[src/rtl/mem_stage_pkg.sv]
// Shared definitions for the MEM stage: funct3 encodings, FSM states,
// access-size decode.
package mem_stage_pkg;

    // Load encodings
    localparam logic [2:0] F3_LB  = 3'b000;
    localparam logic [2:0] F3_LH  = 3'b001;
    localparam logic [2:0] F3_LW  = 3'b010;
    localparam logic [2:0] F3_LBU = 3'b100;
    localparam logic [2:0] F3_LHU = 3'b101;
    // Store encodings
    localparam logic [2:0] F3_SB  = 3'b000;
    localparam logic [2:0] F3_SH  = 3'b001;
    localparam logic [2:0] F3_SW  = 3'b010;

    localparam logic [31:0] ZERO_WORD = 32'h0000_0000;

    typedef enum logic [1:0] {
        ST_IDLE = 2'd0,
        ST_REQ  = 2'd1,
        ST_WAIT = 2'd2,
        ST_DONE = 2'd3
    } mem_state_e;

    typedef enum logic [1:0] {
        SZ_BYTE = 2'd0,
        SZ_HALF = 2'd1,
        SZ_WORD = 2'd2
    } acc_size_e;

    // Access size from funct3; the unused encodings (011/110/111) fall into word.
    function automatic acc_size_e f3_size(input logic [2:0] f3);
        case (f3)
            F3_LB, F3_LBU: return SZ_BYTE;
            F3_LH, F3_LHU: return SZ_HALF;
            default:       return SZ_WORD;
        endcase
    endfunction

endpackage

[src/rtl/mem_stage_if.sv]
// Data-memory request/response bus between the MEM stage (master) and memory (slave).
interface mem_stage_if #(
    parameter int ADDR_W = 32,
    parameter int DATA_W = 32
);
    logic              req_valid;
    logic              req_ready;
    logic              req_we;
    logic [ADDR_W-1:0] req_addr;
    logic [3:0]        req_wstrb;
    logic [DATA_W-1:0] req_wdata;
    logic              rsp_valid;
    logic [DATA_W-1:0] rsp_rdata;

    modport master (
        output req_valid, req_we, req_addr, req_wstrb, req_wdata,
        input  req_ready, rsp_valid, rsp_rdata
    );

    modport slave (
        input  req_valid, req_we, req_addr, req_wstrb, req_wdata,
        output req_ready, rsp_valid, rsp_rdata
    );
endinterface

[src/rtl/mem_lane_align.sv]
// Byte-lane steering: store strobes/replicated data and load extract/extend.
// Offset bits that do not matter for the access size are ignored here.
module mem_lane_align
    import mem_stage_pkg::*;
(
    input  logic [2:0]  funct3_i,
    input  logic [1:0]  off_i,
    input  logic [31:0] rs2_i,
    input  logic [31:0] rdata_i,
    output logic [3:0]  wstrb_o,
    output logic [31:0] wdata_o,
    output logic [31:0] load_o
);
    acc_size_e   sz;
    logic        uns;
    logic [7:0]  byte_sel;
    logic [15:0] half_sel;

    assign sz  = f3_size(funct3_i);
    assign uns = funct3_i[2];

    // Pick the addressed byte and halfword out of the read word
    always_comb begin
        byte_sel = rdata_i[7:0];
        case (off_i)
            2'd0: byte_sel = rdata_i[7:0];
            2'd1: byte_sel = rdata_i[15:8];
            2'd2: byte_sel = rdata_i[23:16];
            2'd3: byte_sel = rdata_i[31:24];
            default: byte_sel = rdata_i[7:0];
        endcase
        half_sel = off_i[1] ? rdata_i[31:16] : rdata_i[15:0];
    end

    // Size-dependent strobes, store replication and load extension
    always_comb begin
        wstrb_o = 4'b1111;
        wdata_o = rs2_i;
        load_o  = rdata_i;
        case (sz)
            SZ_BYTE: begin
                wstrb_o = 4'b0001 << off_i;
                wdata_o = {4{rs2_i[7:0]}};
                load_o  = {{24{~uns & byte_sel[7]}}, byte_sel};
            end
            SZ_HALF: begin
                wstrb_o = off_i[1] ? 4'b1100 : 4'b0011;
                wdata_o = {2{rs2_i[15:0]}};
                load_o  = {{16{~uns & half_sel[15]}}, half_sel};
            end
            default: ;
        endcase
    end

endmodule

[src/rtl/mem_stage.sv]
// MEM stage of the RV32I pipeline: runs one data-memory transaction per
// load/store and stalls upstream while it is in flight.
// Optional build macro MEM_MISALIGN_CHECK_EN: misaligned half/word accesses
// skip the memory and complete at once with misalign_exc.
module mem_stage
    import mem_stage_pkg::*;
#(
    parameter int ADDR_W = 32,
    parameter int DATA_W = 32
) (
    input  logic              clk,
    input  logic              rst_n,
    input  logic              mem_read_mem,
    input  logic              mem_write_mem,
    input  logic [2:0]        instr_funct3_mem,
    input  logic [ADDR_W-1:0] alu_result_mem,
    input  logic [DATA_W-1:0] rs2_data_mem,
    mem_stage_if.master       dmem,
    output logic [DATA_W-1:0] load_data_mem,
    output logic              access_done,
    output logic              stall_req,
    output logic              misalign_exc
);
    mem_state_e        state_q;
    logic              is_load_q;
    logic [2:0]        f3_q;
    logic [1:0]        off_q;
    logic              req_valid_q;
    logic              req_we_q;
    logic [ADDR_W-1:0] req_addr_q;
    logic [3:0]        req_wstrb_q;
    logic [DATA_W-1:0] req_wdata_q;
    logic [DATA_W-1:0] load_q;
    logic              done_q;
    logic              misal_q;

    logic              access;
    logic              misal_det;
    logic [2:0]        al_f3;
    logic [1:0]        al_off;
    logic [3:0]        wstrb_d;
    logic [DATA_W-1:0] wdata_d;
    logic [DATA_W-1:0] load_d;

    assign access = mem_read_mem | mem_write_mem;

`ifdef MEM_MISALIGN_CHECK_EN
    acc_size_e in_sz;
    assign in_sz     = f3_size(instr_funct3_mem);
    assign misal_det = ((in_sz == SZ_HALF) && alu_result_mem[0]) ||
                       ((in_sz == SZ_WORD) && (alu_result_mem[1:0] != 2'b00));
`else
    assign misal_det = 1'b0;
`endif

    // Store lanes come from the live inputs in IDLE; load extraction uses the captured fields
    assign al_f3  = (state_q == ST_IDLE) ? instr_funct3_mem : f3_q;
    assign al_off = (state_q == ST_IDLE) ? alu_result_mem[1:0] : off_q;

    mem_lane_align u_align (
        .funct3_i (al_f3),
        .off_i    (al_off),
        .rs2_i    (rs2_data_mem),
        .rdata_i  (dmem.rsp_rdata),
        .wstrb_o  (wstrb_d),
        .wdata_o  (wdata_d),
        .load_o   (load_d)
    );

    // Access FSM with registered request and completion outputs
    always_ff @(posedge clk) begin
        if (!rst_n) begin
            state_q     <= ST_IDLE;
            is_load_q   <= 1'b0;
            f3_q        <= 3'b000;
            off_q       <= 2'b00;
            req_valid_q <= 1'b0;
            req_we_q    <= 1'b0;
            req_addr_q  <= '0;
            req_wstrb_q <= 4'b0000;
            req_wdata_q <= '0;
            load_q      <= '0;
            done_q      <= 1'b0;
            misal_q     <= 1'b0;
        end else begin
            done_q  <= 1'b0;
            misal_q <= 1'b0;
            case (state_q)
                ST_IDLE: begin
                    if (access) begin
                        // A simultaneous read and write is a load
                        is_load_q <= mem_read_mem;
                        f3_q      <= instr_funct3_mem;
                        off_q     <= alu_result_mem[1:0];
                        if (misal_det) begin
                            state_q <= ST_DONE;
                            done_q  <= 1'b1;
                            misal_q <= 1'b1;
                            if (mem_read_mem) load_q <= ZERO_WORD;
                        end else begin
                            state_q     <= ST_REQ;
                            req_valid_q <= 1'b1;
                            req_we_q    <= ~mem_read_mem;
                            req_addr_q  <= {alu_result_mem[ADDR_W-1:2], 2'b00};
                            req_wstrb_q <= mem_read_mem ? 4'b0000 : wstrb_d;
                            req_wdata_q <= mem_read_mem ? ZERO_WORD : wdata_d;
                        end
                    end
                end
                ST_REQ: begin
                    if (dmem.req_ready) begin
                        req_valid_q <= 1'b0;
                        if (is_load_q) begin
                            state_q <= ST_WAIT;
                        end else begin
                            state_q <= ST_DONE;
                            done_q  <= 1'b1;
                        end
                    end
                end
                ST_WAIT: begin
                    if (dmem.rsp_valid) begin
                        load_q  <= load_d;
                        state_q <= ST_DONE;
                        done_q  <= 1'b1;
                    end
                end
                ST_DONE: state_q <= ST_IDLE;
                default: state_q <= ST_IDLE;
            endcase
        end
    end

    assign stall_req = ((state_q == ST_IDLE) && access) ||
                       (state_q == ST_REQ) || (state_q == ST_WAIT);

    assign dmem.req_valid = req_valid_q;
    assign dmem.req_we    = req_we_q;
    assign dmem.req_addr  = req_addr_q;
    assign dmem.req_wstrb = req_wstrb_q;
    assign dmem.req_wdata = req_wdata_q;
    assign load_data_mem  = load_q;
    assign access_done    = done_q;
    assign misalign_exc   = misal_q;

endmodule

[src/flat_wrapper.sv]
// flat-port wrapper written by rule: the top's interface ports become plain ports
module mem_stage_flat import mem_stage_pkg::*;
#(
    parameter int ADDR_W = 32,
    parameter int DATA_W = 32
)
  (clk, rst_n, mem_read_mem, mem_write_mem, instr_funct3_mem, alu_result_mem, rs2_data_mem, load_data_mem, access_done, stall_req, misalign_exc, dmem_req_valid, dmem_req_we, dmem_req_addr, dmem_req_wstrb, dmem_req_wdata, dmem_req_ready, dmem_rsp_valid, dmem_rsp_rdata);
  mem_stage_if #(.ADDR_W(ADDR_W), .DATA_W(DATA_W)) dmem_i ();
  input  logic clk;
  input  logic rst_n;
  input  logic mem_read_mem;
  input  logic mem_write_mem;
  input  logic [2:0] instr_funct3_mem;
  input  logic [ADDR_W-1:0] alu_result_mem;
  input  logic [DATA_W-1:0] rs2_data_mem;
  output logic [DATA_W-1:0] load_data_mem;
  output logic access_done;
  output logic stall_req;
  output logic misalign_exc;
  output wire logic [$bits(dmem_i.req_valid)-1:0] dmem_req_valid;
  output wire logic [$bits(dmem_i.req_we)-1:0] dmem_req_we;
  output wire logic [$bits(dmem_i.req_addr)-1:0] dmem_req_addr;
  output wire logic [$bits(dmem_i.req_wstrb)-1:0] dmem_req_wstrb;
  output wire logic [$bits(dmem_i.req_wdata)-1:0] dmem_req_wdata;
  input wire logic [$bits(dmem_i.req_ready)-1:0] dmem_req_ready;
  input wire logic [$bits(dmem_i.rsp_valid)-1:0] dmem_rsp_valid;
  input wire logic [$bits(dmem_i.rsp_rdata)-1:0] dmem_rsp_rdata;
  assign dmem_req_valid = dmem_i.req_valid;
  assign dmem_req_we = dmem_i.req_we;
  assign dmem_req_addr = dmem_i.req_addr;
  assign dmem_req_wstrb = dmem_i.req_wstrb;
  assign dmem_req_wdata = dmem_i.req_wdata;
  assign dmem_i.req_ready = dmem_req_ready;
  assign dmem_i.rsp_valid = dmem_rsp_valid;
  assign dmem_i.rsp_rdata = dmem_rsp_rdata;
  mem_stage #(.ADDR_W(ADDR_W), .DATA_W(DATA_W)) u_core (.clk(clk), .rst_n(rst_n), .mem_read_mem(mem_read_mem), .mem_write_mem(mem_write_mem), .instr_funct3_mem(instr_funct3_mem), .alu_result_mem(alu_result_mem), .rs2_data_mem(rs2_data_mem), .dmem(dmem_i), .load_data_mem(load_data_mem), .access_done(access_done), .stall_req(stall_req), .misalign_exc(misalign_exc));
endmodule
[config.mk]
export PLATFORM = sky130hd
export DESIGN_NAME = mem_stage_flat
export DESIGN_NICKNAME = d
export VERILOG_FILES = /design/src/rtl/mem_stage_pkg.sv /design/src/rtl/mem_stage_if.sv /design/src/rtl/mem_lane_align.sv /design/src/rtl/mem_stage.sv /design/src/flat_wrapper.sv
export SDC_FILE = /design/constraint.sdc
export NUM_CORES = 1
export LEC_CHECK = 0
export ABC_AREA = 1
export CAP_MARGIN = 20
export CORE_MARGIN = 5
export CORE_UTILIZATION = 43
export CTS_BUF_LIST = sky130_fd_sc_hd__clkbuf_16
export DETAILED_ROUTE_END_ITERATION = 8
export PLACE_DENSITY_LB_ADDON = 0.12
export SKIP_CTS_REPAIR_TIMING = 1
export SKIP_LAST_GASP = 1
export SYNTH_ARGS = -nofsm -noshare
export SYNTH_HDL_FRONTEND = slang
export SYNTH_SLANG_ARGS = --single-unit
[constraint.sdc]
create_clock -name clk -period 2.6 [get_ports clk]
set_input_delay 0.52 -clock clk [delete_from_list [all_inputs] [get_ports clk]]
set_output_delay 0.52 -clock clk [all_outputs]
set_load 0.02 [all_outputs]
# Word-level counts from Yosys, hierarchy flattened
# Index checks and enable logic that the tools add are counted.
op_classes:
  bitwise: 5
  eq_ne: 13
  mux: 23
  shifts: 1
  n_reduce_logical: 14
op_table:
  columns: ["operator", "n"]
  rows:
  - ["$pmux 32 s2", 2]
  - ["$mux 32", 1]
  - ["$pmux 8 s4", 1]
  - ["$mux 16", 1]
  - ["$eq 2x2->1 const B", 4]
  - ["$mux 2", 4]
  - ["$mux 4", 2]
  - ["$pmux 2 s4", 1]
  - ["$pmux 4 s2", 1]
  - ["$eq 2x1->1 const B", 3]
  - ["$eq 3x3->1 const B", 2]
  - ["$logic_not 2->1", 3]
  - ["$mux 1", 6]
  - ["$reduce_and 3->1", 2]
  - ["$ne 2x2->1 const B", 2]
  - ["$pmux 1 s2", 2]
  - ["$pmux 2 s2", 1]
  - ["$reduce_and 2->1", 2]
  - ["$reduce_or 2->1", 2]
  - ["$shl 1x2->4 const A", 1]
  - ["$eq 3x1->1 const B", 1]
  - ["$logic_not 3->1", 1]
  - ["$mux 3", 1]
  - ["$and 1x1->1", 2]
  - ["other kinds (6)", 8]
word_totals:
  regBits: 109
  word_cells: 67
  out_inout_bits: 105
  input_bits: 105

# Longest topological paths before layout
depth:
  ltp_word: 8
  depth_mapped: 14
  depth_no_buf: 12

# Hierarchy
# A second synthesis with hierarchy kept.
unflattened:
  cells_unflattened: 746
  area_unflattened_um2: 5177.5
by_module_without_submodules:
  columns: ["module", "seq_area_each_um2", "cells_per_inst", "area_per_inst_um2", "n_inst"]
  rows:
  - ["mem_stage", 2182.1, 516, 3997.6, 1]
  - ["mem_lane_align", 0.0, 230, 1179.9, 1]

# Worst setup path before layout
# Ideal clock, no wire load.
synth_timing:
  kind: "register -> output"
  from: "reg u_core.state_q[0]"
  to: "out stall_req"
  slack_ns: 0.446
  path_stages_with_launch: 10
  arrival_time_ns: 1.634
  path_buffers: 3
  path_cell_list: "dfxtp_1 -> inv_1 -> ha_1 -> buf_6 -> inv_6 -> a21oi_2 -> inv_2 -> buf_2 -> buf_1 -> nand3_1"
synth_between:
  elab_chain_cells: 4
  word_cells_on_any_way: 6
  cone_classes: "2 x eq/ne; 4 x reduce/logical"
synth_rtl:
  columns: ["item", "line", "rtl"]
  rows:
  - ["start: declaration", "mem_stage.sv:24", "mem_state_e state_q;"]
  - ["start signal: assignment", "mem_stage.sv:73", "state_q <= ST_IDLE;"]
  - ["start signal: assignment", "mem_stage.sv:96", "state_q <= ST_DONE;"]
  - ["start signal: assignment", "mem_stage.sv:101", "state_q <= ST_REQ;"]
  - ["$logic_not 2->1", "mem_stage.sv:134", "assign stall_req = ((state_q == ST_IDLE) && access) ||"]
  - ["$logic_and 1x1->1", "mem_stage.sv:134", null]
  - ["$logic_or 1x1->1", "mem_stage.sv:134", null]
  - ["$logic_or 1x1->1 (*)", "mem_stage.sv:135", "(state_q == ST_REQ) || (state_q == ST_WAIT);"]
  - ["end: declaration", "flat_wrapper.sv:18", "output logic stall_req;"]
# Every way passes the cells marked *; elsewhere a longest branch is shown, timed or not.

# Worst setup path in the final report
layout_timing:
  from: "reg u_core.state_q[0]"
  to: "reg u_core.load_q[4] (netlist: u_core.load_data_mem[4])"
layout_between:
  elab_chain_cells: 7
  word_cells_on_any_way: 21
  cone_classes: "8 x eq/ne; 6 x mux; 7 x reduce/logical"
layout_rtl:
  columns: ["item", "line", "rtl"]
  rows:
  - ["$logic_not 2->1", "mem_stage.sv:57, mem_stage.sv:58, mem_stage.sv:88", null]
  - ["$mux 3", "mem_stage.sv:57", "assign al_f3 = (state_q == ST_IDLE) ? instr_funct3_mem : f3_q;"]
  - ["$eq 3x1->1, or another cell as far along", "mem_stage_pkg.sv:33", "case (f3)"]
  - ["$reduce_or 2->1", "mem_stage_pkg.sv:33", null]
  - ["$pmux 2 s2", "mem_stage_pkg.sv:33", null]
  - ["$eq 2x1->1 / $logic_not 2->1 (equally long branches)", "mem_lane_align.sv:40", "case (sz)"]
  - ["$pmux 32 s2", "mem_lane_align.sv:40", null]
  - ["end signal: assignment", "mem_stage.sv:123", "load_q <= load_d;"]
  - ["end: declaration", "mem_stage.sv:33", "logic [DATA_W-1:0] load_q;"]
# Parallel ways exist; a longest one is shown, timed or not.
# A chain may end at the register's enable or synchronous reset.

==> impl_results.md <==
- Status: completed
- Maximum vdd drop: roughly 0.89 mV
- GRT Total Usage: 0.220
- Fin nets: 1037
- Critical path's most frequent cell: nand2_1
- Number of max-cap violations: 0
- Total routed wirelength: about 16000 µm
- DP HPWL: 11800 µm
- Detailed-route DRC error count: 0
- Die Width: approximately 120 µm
- CTS tree: built
- Crit-path max cell delay: 0.34 ns
- FILL cells: approximately 1000
- DR WL/cell: between 10 and 15 µm
- Max-slew violations: 0
- Final core utilization: 0.652
- Initial Util: 0.442
- Critical Path End Type: flop
- Critical Path AT: 2.37 ns
- Final hold vios: 0
- First-pass GRT wire length: approximately 26000 µm
- Achievable frequency: between 400 and 500 MHz
- Synth Cell Area: 0.00509 mm²
- Unique masters post-synth: 36
- Num CTS Buffers: 9
- I/O Pins: 210
- Slew headroom: 0.509
- CTS Buffer Depth: 2
- Worst skew pair latency: 0.35 ns
- Crit path kind: reg2reg
- CTS H-tree lvls: 3
- Endpoints failing setup: 0
- Number of register bits inferred by synthesis: 109
- Final worst path period need: ~2.1 ns
- Cell taking the most area after synthesis: dfxtp_1
- Post-route cell area: approximately 0.0075 mm²
- Syn. warnings: 0
- Commonest non-fill, non-tap cell in the layout: clkdlybuf4s50_1
- Reg clk slew, reported paths: roughly 0.070 ns
- Total grt overflow: 0
- Synth top area cells: dfxtp_1 43%, nor2_1 12%, nand2_1 10%
- Total negative setup slack: 0 ns
- Core area: between 0.01 and 0.015 mm²
- CP Max Fanout: 10
- Rows: 39
- Initial antenna violation count: 0
- Antenna-violating nets left: 0
- Post-Place Cells: about 1100
- I/O Buffers: approximately 200
- Synth top area share: 0.429
- Post-DP Area: 0.00723 mm²
- Final Cycle Share: 0.827
- Slew @ Worst Pin: 0.737 ns
- Routability cong.: around 0.88
- Layout cells sized above 1: 0.0707
- Critical Path RT: about 2.8 ns
- Slowest stage cell, crit path: dfxtp_1
- Syn Area/Cell: roughly 7 µm²
- RSZ-0062 raised after global routing: no
- Layout area overhead: 47.5%
- CP startpoint kind: flop
- Worst min-delay path class: reg2reg
- First drt pass iteration count: 5
- Most frequent cells in the layout: 205 x clkdlybuf4s50_1, 163 x nor2_1, 138 x nand2_1, 109 x dfxtp_1, 81 x o21ai_0
- Crit path cell chain: inv_1 -> ha_4 -> inv_6 -> o21ai_4 -> nand2_1 -> nor2_2 -> nand2_1 -> nand3_1 -> a21oi_1
- CTS Sinks: between 100 and 150
- Die Ht: about 120 µm
- DR vias: 5311
- Pin count of the biggest net entering global routing: 75
- Vias in the first global route: 5074
- Pwr Density: ~1100 mW/mm²
- Final WS setup: 0.450 ns
- CP delay by family, top: simple AND/OR/NAND/NOR gates
- Cells after Synth: roughly 740
- Pre-CTS worst setup slack: roughly 0.15 ns
- Vias per inst: just under 5
- Seq/Total Area, Yosys: 0.429
- WP buf/inv: 2
- Clk Tree Root Cell: clkbuf_16
- Die ar.: between 0.01 and 0.015 mm²
- Leakage: 3.13 nW
- Detailed Route Iter0 Violations: ~360
- Fin cells: roughly 1100
- ANT cells: 0
- Clk_skew: between 0.004 and 0.005 ns
-- metal layers --
layer / up-vias / track usage / part of all wire
met4: 0 / 0.0833 / 0.025
met1: 2373 / 0.282 / 0.45
met5: - / 0 / 0
li1: 2733 / - / -
met2: 180 / 0.346 / 0.45
met3: 25 / 0.0697 / 0.078
-- worst register-to-register path, delay by kind of cell, from the launching register on --
family | cells | cell delay [ns]
AOI/OAI and AO/OA | 2 | 0.38
adders and majority gates | 1 | 0.24
DFF | 1 | 0.34
and+or+nand+nor | 4 | 0.87
buffers and inverters | 2 | 0.20
-- report_power, final --
| group | switching, mW | internal (mW) |
|---|---|---|
| logic | 2.70 | 1.70 |
| registers | 0.224 | 2.09 |
| clock network | 0.620 | 0.644 |
| total | 3.54 | 4.43 |
-- Yosys cell counts (all sizes together) --
cell type  number
buf            21
dfxtp         109
nand3b          1
conb            1
nand3          16
nor2          164
nand4           1
nand2         145
clkbuf         27
a31oi           1
o22ai          13
mux2i           1
a211oi          2
o21ai         103
o21a            1
or2             9
o211ai          3
a21oi          58
ha              3
nor3            1
inv            64
-- cells by family after synthesis --
logic type               count (synthesis)  share of synthesized area
flip-flops                             109                      0.429
multiplexers                             1                    0.00197
AO/OA/AOI/OAI                          181                      0.198
adder cells (fa/ha/maj)                  3                    0.00738
buffers and inverters                  112                     0.0969
other                                    1                   0.000737
AND/OR/NAND/NOR                        337                      0.267
-- layout make-up --
type	count	area (µm²)	area share
Clock inverter	7	41.3	0.00550
Tap cell	143	179	0.0238
Inverter	64	245	0.0327
Multi-Input combinational cell	525	2440	0.325
Sequential cell	109	2180	0.291
Timing Repair Buffer	220	2190	0.292
Clock buffer	9	225	0.0300
-- metrics by stage --
step | hold slack (ns) | total power, mW
final | 0.465 | 7.98
after global routing | 0.489 | 8.58
after floorplan | 0.439 | 5.18
after detailed placement | 0.458 | 6.71
after global placement | 0.452 | 6.61
after CTS | 0.468 | 8.00
-- sequential cells by signal (all words and copies together), names as in the netlist --
register               count
u_core.off_q               2
u_core.dmem.req_valid      1
u_core.load_data_mem      32
u_core.access_done         1
u_core.is_load_q           1
u_core.dmem.req_wstrb      4
u_core.f3_q                3
u_core.dmem.req_we         1
u_core.state_q             2
u_core.dmem.req_wdata     32
u_core.dmem.req_addr      30
-- worst paths after layout --
| path | cells past startpoint | slack, ns | end | from |
|---|---|---|---|---|
| worst max-delay path | 9 | 0.45 | u_core.load_data_mem[4]$_SDFFE_PN0P_ | u_core.state_q[0]$_SDFFE_PN0P_ |
| worst min-delay path | 2 | 0.47 | u_core.dmem.req_wdata[0]$_SDFFE_PN0P_ | u_core.dmem.req_wdata[0]$_SDFFE_PN0P_ |
| worst max register to register | 9 | 0.45 | u_core.load_data_mem[4]$_SDFFE_PN0P_ | u_core.state_q[0]$_SDFFE_PN0P_ |
| worst min register to register | 2 | 0.47 | u_core.dmem.req_wdata[0]$_SDFFE_PN0P_ | u_core.dmem.req_wdata[0]$_SDFFE_PN0P_ |
No activity file was read; power rests on OpenSTA's default activity.
